===== config.mk =====
export PLATFORM = sky130hd
export DESIGN_NAME = wb_stage
export DESIGN_NICKNAME = d
export VERILOG_FILES = /design/src/rtl/wb_stage.sv
export SDC_FILE = /design/constraint.sdc
export NUM_CORES = 1
export LEC_CHECK = 0
export BUFFER_PORTS_ARGS = -buffer_cell sky130_fd_sc_hd__buf_2
export CAP_MARGIN = 30
export CORE_MARGIN = 2
export CORE_UTILIZATION = 38
export DETAILED_ROUTE_END_ITERATION = 7
export PLACE_DENSITY = 0.7
export SETUP_SLACK_MARGIN = 0.02
export SYNTH_ARGS = -nofsm -noshare
export SYNTH_HDL_FRONTEND = slang
export SYNTH_SLANG_ARGS = --single-unit

===== constraint.sdc =====
create_clock -name clk -period 4.96 [get_ports clk]
set_input_delay 0.744 -clock clk [delete_from_list [all_inputs] [get_ports clk]]
set_output_delay 0.744 -clock clk [all_outputs]
set_load 0.01 [all_outputs]

===== src/rtl/wb_stage.sv =====
// Write-back stage: register-file commit plus the CP0 subset.
// Commits exceptions, interrupts and eret, and drives the flush and redirect PC.
module wb_stage #(
  parameter logic [31:0] EX_ENTRY        = 32'hbfc00380,
  parameter int          MS_TO_WS_BUS_WD = 117
) (
  input  logic                       clk,
  input  logic                       reset,
  output logic                       ws_allowin,
  input  logic                       ms_to_ws_valid,
  input  logic [MS_TO_WS_BUS_WD-1:0] ms_to_ws_bus,
  input  logic [5:0]                 ext_int_in,
  output logic                       rf_we,
  output logic [4:0]                 rf_waddr,
  output logic [31:0]                rf_wdata,
  output logic                       ex_from_ws,
  output logic [31:0]                ws_new_pc,
  output logic [31:0]                debug_wb_pc,
  output logic [3:0]                 debug_wb_rf_wen,
  output logic [4:0]                 debug_wb_rf_wnum,
  output logic [31:0]                debug_wb_rf_wdata
);

  typedef struct packed {
    logic        eret;
    logic        bd;
    logic        mtc0_we;
    logic [4:0]  cp0_addr;
    logic        res_from_cp0;
    logic [31:0] rt_value;
    logic        ex;
    logic [4:0]  excode;
    logic        gr_we;
    logic [4:0]  dest;
    logic [31:0] final_result;
    logic [31:0] pc;
  } ms_ws_t;

  localparam logic [4:0] A_COUNT   = 5'd9;
  localparam logic [4:0] A_COMPARE = 5'd11;
  localparam logic [4:0] A_STATUS  = 5'd12;
  localparam logic [4:0] A_CAUSE   = 5'd13;
  localparam logic [4:0] A_EPC     = 5'd14;

  logic        ws_valid;
  logic        ws_ready_go;
  ms_ws_t      ws;

  logic [7:0]  st_im;
  logic        st_exl;
  logic        st_ie;
  logic        c_bd;
  logic        c_ti;
  logic [5:0]  c_iphw;
  logic [1:0]  c_ipsw;
  logic [4:0]  c_code;
  logic [31:0] epc;
  logic [31:0] count;
  logic [31:0] compare;
  logic        tick;

  logic [7:0]  c_ip;
  logic        int_take;
  logic        commit_ex;
  logic        commit_eret;
  logic        mtc0;
  logic        wr_count;
  logic        wr_compare;
  logic        wr_status;
  logic        wr_cause;
  logic        wr_epc;
  logic [31:0] count_nxt;
  logic [31:0] status_rd;
  logic [31:0] cause_rd;
  logic [31:0] cp0_rdata;

  assign ws_ready_go = 1'b1;
  assign ws_allowin  = ~ws_valid | ws_ready_go;

  always_ff @(posedge clk) begin
    if (reset)           ws_valid <= 1'b0;
    else if (ex_from_ws) ws_valid <= 1'b0;
    else if (ws_allowin) ws_valid <= ms_to_ws_valid;
  end

  always_ff @(posedge clk) begin
    if (reset)
      ws <= '0;
    else if (ms_to_ws_valid & ws_allowin)
      ws <= ms_to_ws_bus;
  end

  // IP[15] folds the timer into the top hardware line
  assign c_ip     = {c_iphw[5] | c_ti, c_iphw[4:0], c_ipsw};
  assign int_take = st_ie & ~st_exl & |(c_ip & st_im);

  assign commit_ex   = ws_valid & (ws.ex | int_take);
  assign commit_eret = ws_valid & ws.eret & ~commit_ex;
  assign ex_from_ws  = commit_ex | commit_eret;
  assign ws_new_pc   = commit_eret ? epc : EX_ENTRY;

  assign mtc0       = ws_valid & ws.mtc0_we & ~commit_ex;
  assign wr_count   = mtc0 & (ws.cp0_addr == A_COUNT);
  assign wr_compare = mtc0 & (ws.cp0_addr == A_COMPARE);
  assign wr_status  = mtc0 & (ws.cp0_addr == A_STATUS);
  assign wr_cause   = mtc0 & (ws.cp0_addr == A_CAUSE);
  assign wr_epc     = mtc0 & (ws.cp0_addr == A_EPC);

  assign count_nxt = wr_count ? ws.rt_value
                              : count + {31'b0, tick};

  always_ff @(posedge clk) begin
    if (reset) begin
      st_im  <= '0;
      st_exl <= 1'b0;
      st_ie  <= 1'b0;
    end else begin
      if (commit_ex)        st_exl <= 1'b1;
      else if (commit_eret) st_exl <= 1'b0;
      else if (wr_status)   st_exl <= ws.rt_value[1];
      if (wr_status) begin
        st_im <= ws.rt_value[15:8];
        st_ie <= ws.rt_value[0];
      end
    end
  end

  always_ff @(posedge clk) begin
    if (reset) begin
      c_bd   <= 1'b0;
      c_ti   <= 1'b0;
      c_iphw <= '0;
      c_ipsw <= '0;
      c_code <= '0;
    end else begin
      c_iphw <= ext_int_in;
      if (wr_cause) c_ipsw <= ws.rt_value[9:8];
      if (commit_ex) begin
        c_code <= int_take ? 5'd0 : ws.excode;
        if (!st_exl) c_bd <= ws.bd;
      end
      if (wr_compare)                c_ti <= 1'b0;
      else if (count_nxt == compare) c_ti <= 1'b1;
    end
  end

  always_ff @(posedge clk) begin
    if (reset)
      epc <= '0;
    else if (commit_ex & ~st_exl)
      epc <= ws.bd ? ws.pc - 32'd4 : ws.pc;
    else if (wr_epc)
      epc <= ws.rt_value;
  end

  always_ff @(posedge clk) begin
    if (reset) begin
      count   <= '0;
      tick    <= 1'b0;
      compare <= '0;
    end else begin
      count <= count_nxt;
      tick  <= wr_count ? 1'b0 : ~tick;
      if (wr_compare) compare <= ws.rt_value;
    end
  end

  assign status_rd = {9'b0, 1'b1, 6'b0, st_im,
                      6'b0, st_exl, st_ie};
  assign cause_rd  = {c_bd, c_ti, 14'b0, c_ip,
                      1'b0, c_code, 2'b0};

  always_comb begin
    cp0_rdata = '0;
    unique case (1'b1)
      ws.cp0_addr == A_COUNT:   cp0_rdata = count;
      ws.cp0_addr == A_COMPARE: cp0_rdata = compare;
      ws.cp0_addr == A_STATUS:  cp0_rdata = status_rd;
      ws.cp0_addr == A_CAUSE:   cp0_rdata = cause_rd;
      ws.cp0_addr == A_EPC:     cp0_rdata = epc;
      default:                  cp0_rdata = '0;
    endcase
  end

  // the instruction sitting here during a reset cycle must not write
  assign rf_we    = ws_valid & ws.gr_we & ~commit_ex & ~reset;
  assign rf_waddr = ws.dest;
  assign rf_wdata = ws.res_from_cp0 ? cp0_rdata
                                    : ws.final_result;

  assign debug_wb_pc       = ws.pc;
  assign debug_wb_rf_wen   = {4{rf_we}};
  assign debug_wb_rf_wnum  = rf_waddr;
  assign debug_wb_rf_wdata = rf_wdata;

endmodule


After elaboration in Yosys (flattened, before gate mapping)

Index checks and enable logic that the tools add are counted.

Add/sub/neg operators: 2
Eq/ne operators: 6
Muxes and demuxes: 11
Bitwise operators: 24
Reductions and logical operators: 7

Operators with widths:

| operator              | number |
|---|---|
| $mux 32               | 6 |
| $pmux 32 s5           | 1 |
| $add 32x1->32         | 1 |
| $eq 32x32->1          | 1 |
| $sub 32x3->32 const B | 1 |
| $eq 5x4->1 const B    | 5 |
| $and 1x1->1           | 16 |
| $and 8x8->8           | 1 |
| $reduce_or 8->1       | 1 |
| $reduce_or 2->1       | 3 |
| $mux 5                | 1 |
| $not 1->1             | 4 |
| $mux 1                | 3 |
| $or 1x1->1            | 3 |
| $reduce_bool 3->1     | 1 |
| $reduce_and 2->1      | 1 |
| $reduce_bool 2->1     | 1 |

Flip-flop bits (word level): 240
Input bits: 126
Output and inout port bits: 145

Logic depth before layout (Yosys ltp)

Depth after elaboration: 12
Mapped depth: 11
Gate-level depth less buffers: 11

Least setup slack after synthesis

Ideal clock, no wire load.

Kind: register -> output
Start: reg ws[110] (netlist name)
End: out rf_wdata[19]
Data arrival time: 2.044 ns
Setup slack: 2.172 ns
Stages on the path, launching flop included: 8
Buffers on the path: 3
Cell sequence: dfxtp_1 nand2_1 nor3_1 clkbuf_1 clkbuf_1 a222oi_1 o22ai_1 buf_4

Longest elaborated chain between the ends: 3
Elaborated cells on any way between the ends: 7

Ends and longest elaborated chain:

| what                          | RTL line | source |
|---|---|---|
| start: declaration            | 47       | `ms_ws_t ws;` |
| start signal: assignment      | 90       | `ws <= ms_to_ws_bus;` |
| $eq 5x4->1 (on tied branches) | -        |  |
| $pmux 32 s5 (*)               | 175      | `unique case (1'b1)` |
| $mux 32 (*)                   | 188      | `assign rf_wdata = ws.res_from_cp0 ? cp0_rdata` |
| end: declaration              | 15       | `output logic [31:0] rf_wdata,` |

Mark *: on every way between the ends. The rest lies on a longest branch, timed or not.

Worst setup path in the final report

Start: reg st_im[1]
End: out ws_new_pc[1]

Longest elaborated chain between the ends: 8

Ends and longest elaborated chain:

| what                     | RTL line | source |
|---|---|---|
| start: declaration       | 49       | `logic [7:0] st_im;` |
| start signal: assignment | 122      | `st_im <= ws.rt_value[15:8];` |
| $and 8x8->8              | 95       | `assign int_take = st_ie & ~st_exl & \|(c_ip & st_im);` |
| $reduce_or 8->1          | 95       |  |
| $and 1x1->1              | 95       |  |
| $or 1x1->1               | 97       | `assign commit_ex = ws_valid & (ws.ex \| int_take);` |
| $and 1x1->1              | 97       |  |
| $not 1->1                | 98       | `assign commit_eret = ws_valid & ws.eret & ~commit_ex;` |
| $and 1x1->1              | 98       |  |
| $mux 32                  | 100      | `assign ws_new_pc = commit_eret ? epc : EX_ENTRY;` |
| end: declaration         | 17       | `output logic [31:0] ws_new_pc,` |

Every way passes these cells.

==> flow_metrics.py <==
metrics = {
    "min_path": {
        "hold_path.class": "reg2reg",
        "hold_depth": 1,
        "worstHoldStart": "tick",
    },
    "floorplan": {
        "io_pins": 271,
        "die_area_um2": 33910,
        "fp.dieW_um": 184.2,
        "rows": 65,
        "initial_core_util_pct": 38.88,
        "core_um2": 31720,
        "die_y_um": 184.2,
    },
    "clock_network": {
        "cts_tree": "yes",
        "clock_path_buffers": 3,
        "clkSinkCount": 240,
        "cts_root_buf": "clkbuf_16",
        "clk_pin_slew_worst_paths_ns": 0.06,
        "clkLatencyLatePin_ns": 0.53,
        "cts_max_level": 1,
        "post_cts_buffers": 0,
        "cts_resized": 0,
        "ctsHoldBuffers": 0,
        "cts_inserted_buffers": 27,
    },
    "logic_synthesis": {
        "synthCells": 1438,
        "seq_area_frac_synth_pct": 38.96,
        "avgSynthCellArea_um2": 8.577,
        "synthTopCellsByArea": "dfxtp_1 39%, mux2i_1 14%, nor2_1 6.8%, buf_4 5.0%, nand2_1 3.3%",
        "async_flop_share_pct": 0,
        "synth_flop_cell": "dfxtp_1",
        "mappedNetlistArea_um2": 12330,
        "ys_ff_latch": 240,
        "yosys_warnings": 0,
        "yosys-top-cells-count": "240 x dfxtp_1, 223 x nor2_1, 175 x mux2i_1, 108 x nand2_1, 82 x buf_4",
        "netlist.area_leader.share_pct": 38.96,
        "synthMostInstantiatedCell": "dfxtp_1",
        "synth_area_leader_cell": "dfxtp_1",
        "synth_edf_count": 0,
        "synth_fp_nets": 1567,
        "synth.distinct_cells": 69,
    },
    "setup_path": {
        "worst_path_largest_cell_delay_ns": 0.56,
        "cp_max_fo": 14,
        "cp-end-kind": "output port",
        "critPathKind": "reg2out",
        "regToRegStartpoint": "count[0]",
        "reg2reg_depth": 11,
        "worstPathRequired_ns": 4.22,
        "crit_arrival_ns": 3.04,
        "critPathLaunchType": "register",
        "critPathMostFrequentCell": "nand2_1",
        "crit_path_start": "st_im[1]",
        "cp_cell_sequence": "a222oi_1 -> nand2_1 -> nand2_1 -> nand2b_1 -> nor2_2 -> buf_8 -> and2_1 -> buf_2",
        "crit_path_top_delay_cell": "nor2_2",
    },
    "run": {
        "maxCapViolCount": 0,
    },
    "finish": {
        "antennaDiodeCount": 0,
        "drive_gt1_share_pct": 21.55,
        "final_util_pct": 44.73,
        "nNetsFinal": 1709,
        "fin_area_um2": 14190,
        "area_growth_pct": 15.02,
    },
    "grt": {
        "grt_pass1_wl_um": 61900,
        "grtUsageTotal_pct": 23.72,
        "grt_max_degree": 89,
        "grt_pass1_vias": 10300,
        "antenna_found_initial": 0,
        "overflow": 0,
    },
    "place": {
        "globalplace.congestion": 0.9310,
        "hpwl_um": 30950,
        "port-buffer-count": 269,
        "dpl_cell_area_um2": 13390,
    },
    "routing": {
        "drt_iter0_drc": 1151,
        "drc": 7,
        "vias": 11160,
        "routedWlPerCell_um": 20.98,
        "ant_nets": 0,
        "wl_um": 41830,
        "vias_per_cell": 5.597,
        "drt_first_pass_iters": 8,
    },
    "power_and_ir_drop": {
        "powerDensity_nw_per_um2": 309.5,
        "power.leakage_nw": 6.456,
        "peakVddDrop_mv": 0.2189,
    },
    "sta": {
        "min_period_ns": 3.786,
        "fmax_mhz": 264.1,
        "setup_violations": 0,
        "rsz0062_at_grt": "false",
        "min_period_over_period_pct": 76.33,
        "tightest_slew_ns": 0.9650,
        "drv_slew": 0,
        "fin_tns_setup_ns": 0,
        "hold_violations": 0,
        "max_slew_margin_pct": 35.67,
        "skew_ns": 0.01252,
    },
    "status": {
        "violations": "design-rule violations",
        "status": "finished, violations left",
    },
}
-- cells in the final DEF (no fill, tap or decap), drive strengths merged, types with 3 or more instances in the layout --
cell and n:
a21oi 52, nor4 15, ha 3, nor3b 4, a211oi 37, nand2 109, a222oi 23, and4 6
a31oi 7, or3 20, a22o 10, dfxtp 240, o211ai 9, xnor2 36, o22ai 30, a221oi 9
a22oi 11, nor2 224, clkbuf 37, mux2i 175, xor2 34, buf 288, nor2b 10, inv 43
and2 25, nor3 26, o21ai 18, nand3 19, nand4 18, or4 4, nand2b 6, and3 9
-- worst paths after layout --
path              slack (ns)            to
hold / removal          0.43          tick
hold reg to reg         0.43          tick
setup / recovery        1.17  ws_new_pc[1]
setup reg to reg        1.61          c_ti
-- power by group --
group          switching (W)  internal [W]  leakage (nW)  total (W)
clock network       0.000787       0.00106         0.389    0.00185
logic               0.000252      0.000193          4.11   0.000445
registers          0.0000964       0.00200          1.96    0.00210
-- sequential cells by signal, summed over array words and instances, names as in the netlist --
register and count:
epc 32, st_im 8, st_exl 1, c_iphw 6
c_ipsw 2, c_bd 1, debug_wb_pc 32, compare 32
st_ie 1, c_code 5, ws 80, tick 1
c_ti 1, ws_valid 1, debug_wb_rf_wnum 5, count 32
-- kinds of logic after synthesis --
logic type / after synthesis / synth area share, %
AO/OA/AOI/OAI: 229 / 13.11
XOR/XNOR: 70 / 4.971
adder cells (fa/ha/maj): 3 / 0.3044
buffers and inverters: 217 / 9.404
flip-flops: 240 / 38.96
multiplexers: 176 / 14.29
other: 1 / 0.03041
AND/OR/NAND/NOR: 502 / 18.93
-- metal layers --
metal | GRT usage [%] | wire, µm | vias to the layer above
met5 | 0 | 0 | -
met4 | 7.872 | 1375 | 0
met3 | 4.347 | 3312 | 71
met2 | 37.80 | 18730 | 518
met1 | 32.35 | 18410 | 5310
li1 | - | - | 5262
-- worst max-delay path: cells and delay by family (launching register included) --
| family | cells | cell delay [ns] |
|---|---|---|
| buf+inv | 2 | 0.36 |
| simple gates | 5 | 1.43 |
| compound gates | 1 | 0.40 |
| flops | 1 | 0.32 |
-- through the flow --
stage	total power [W]	setup WS (ns)	hold slack (ns)	cells
6_report	0.004390	1.174	0.4319	1994
3_5_place_dp	0.002580	1.746	0.4215	1953
2_1_floorplan	0.002422	2.172	0.4057	1438
3_3_place_gp	0.002572	1.601	0.4129	1950
4_1_cts	0.004413	1.209	0.4195	1994
5_1_grt	0.004544	1.017	0.4294	1994
-- layout make-up --
class | instances | area [µm²]
clock inverters | 4 | 28.78
clock buffers | 37 | 763.2
fillers | 3126 | 17530
flip-flops and latches | 240 | 4805
well taps | 402 | 503.0
multi-input cells | 981 | 6387
repair buffers | 288 | 1541
inverters | 42 | 157.7
No activity file was read; power rests on OpenSTA's default activity.
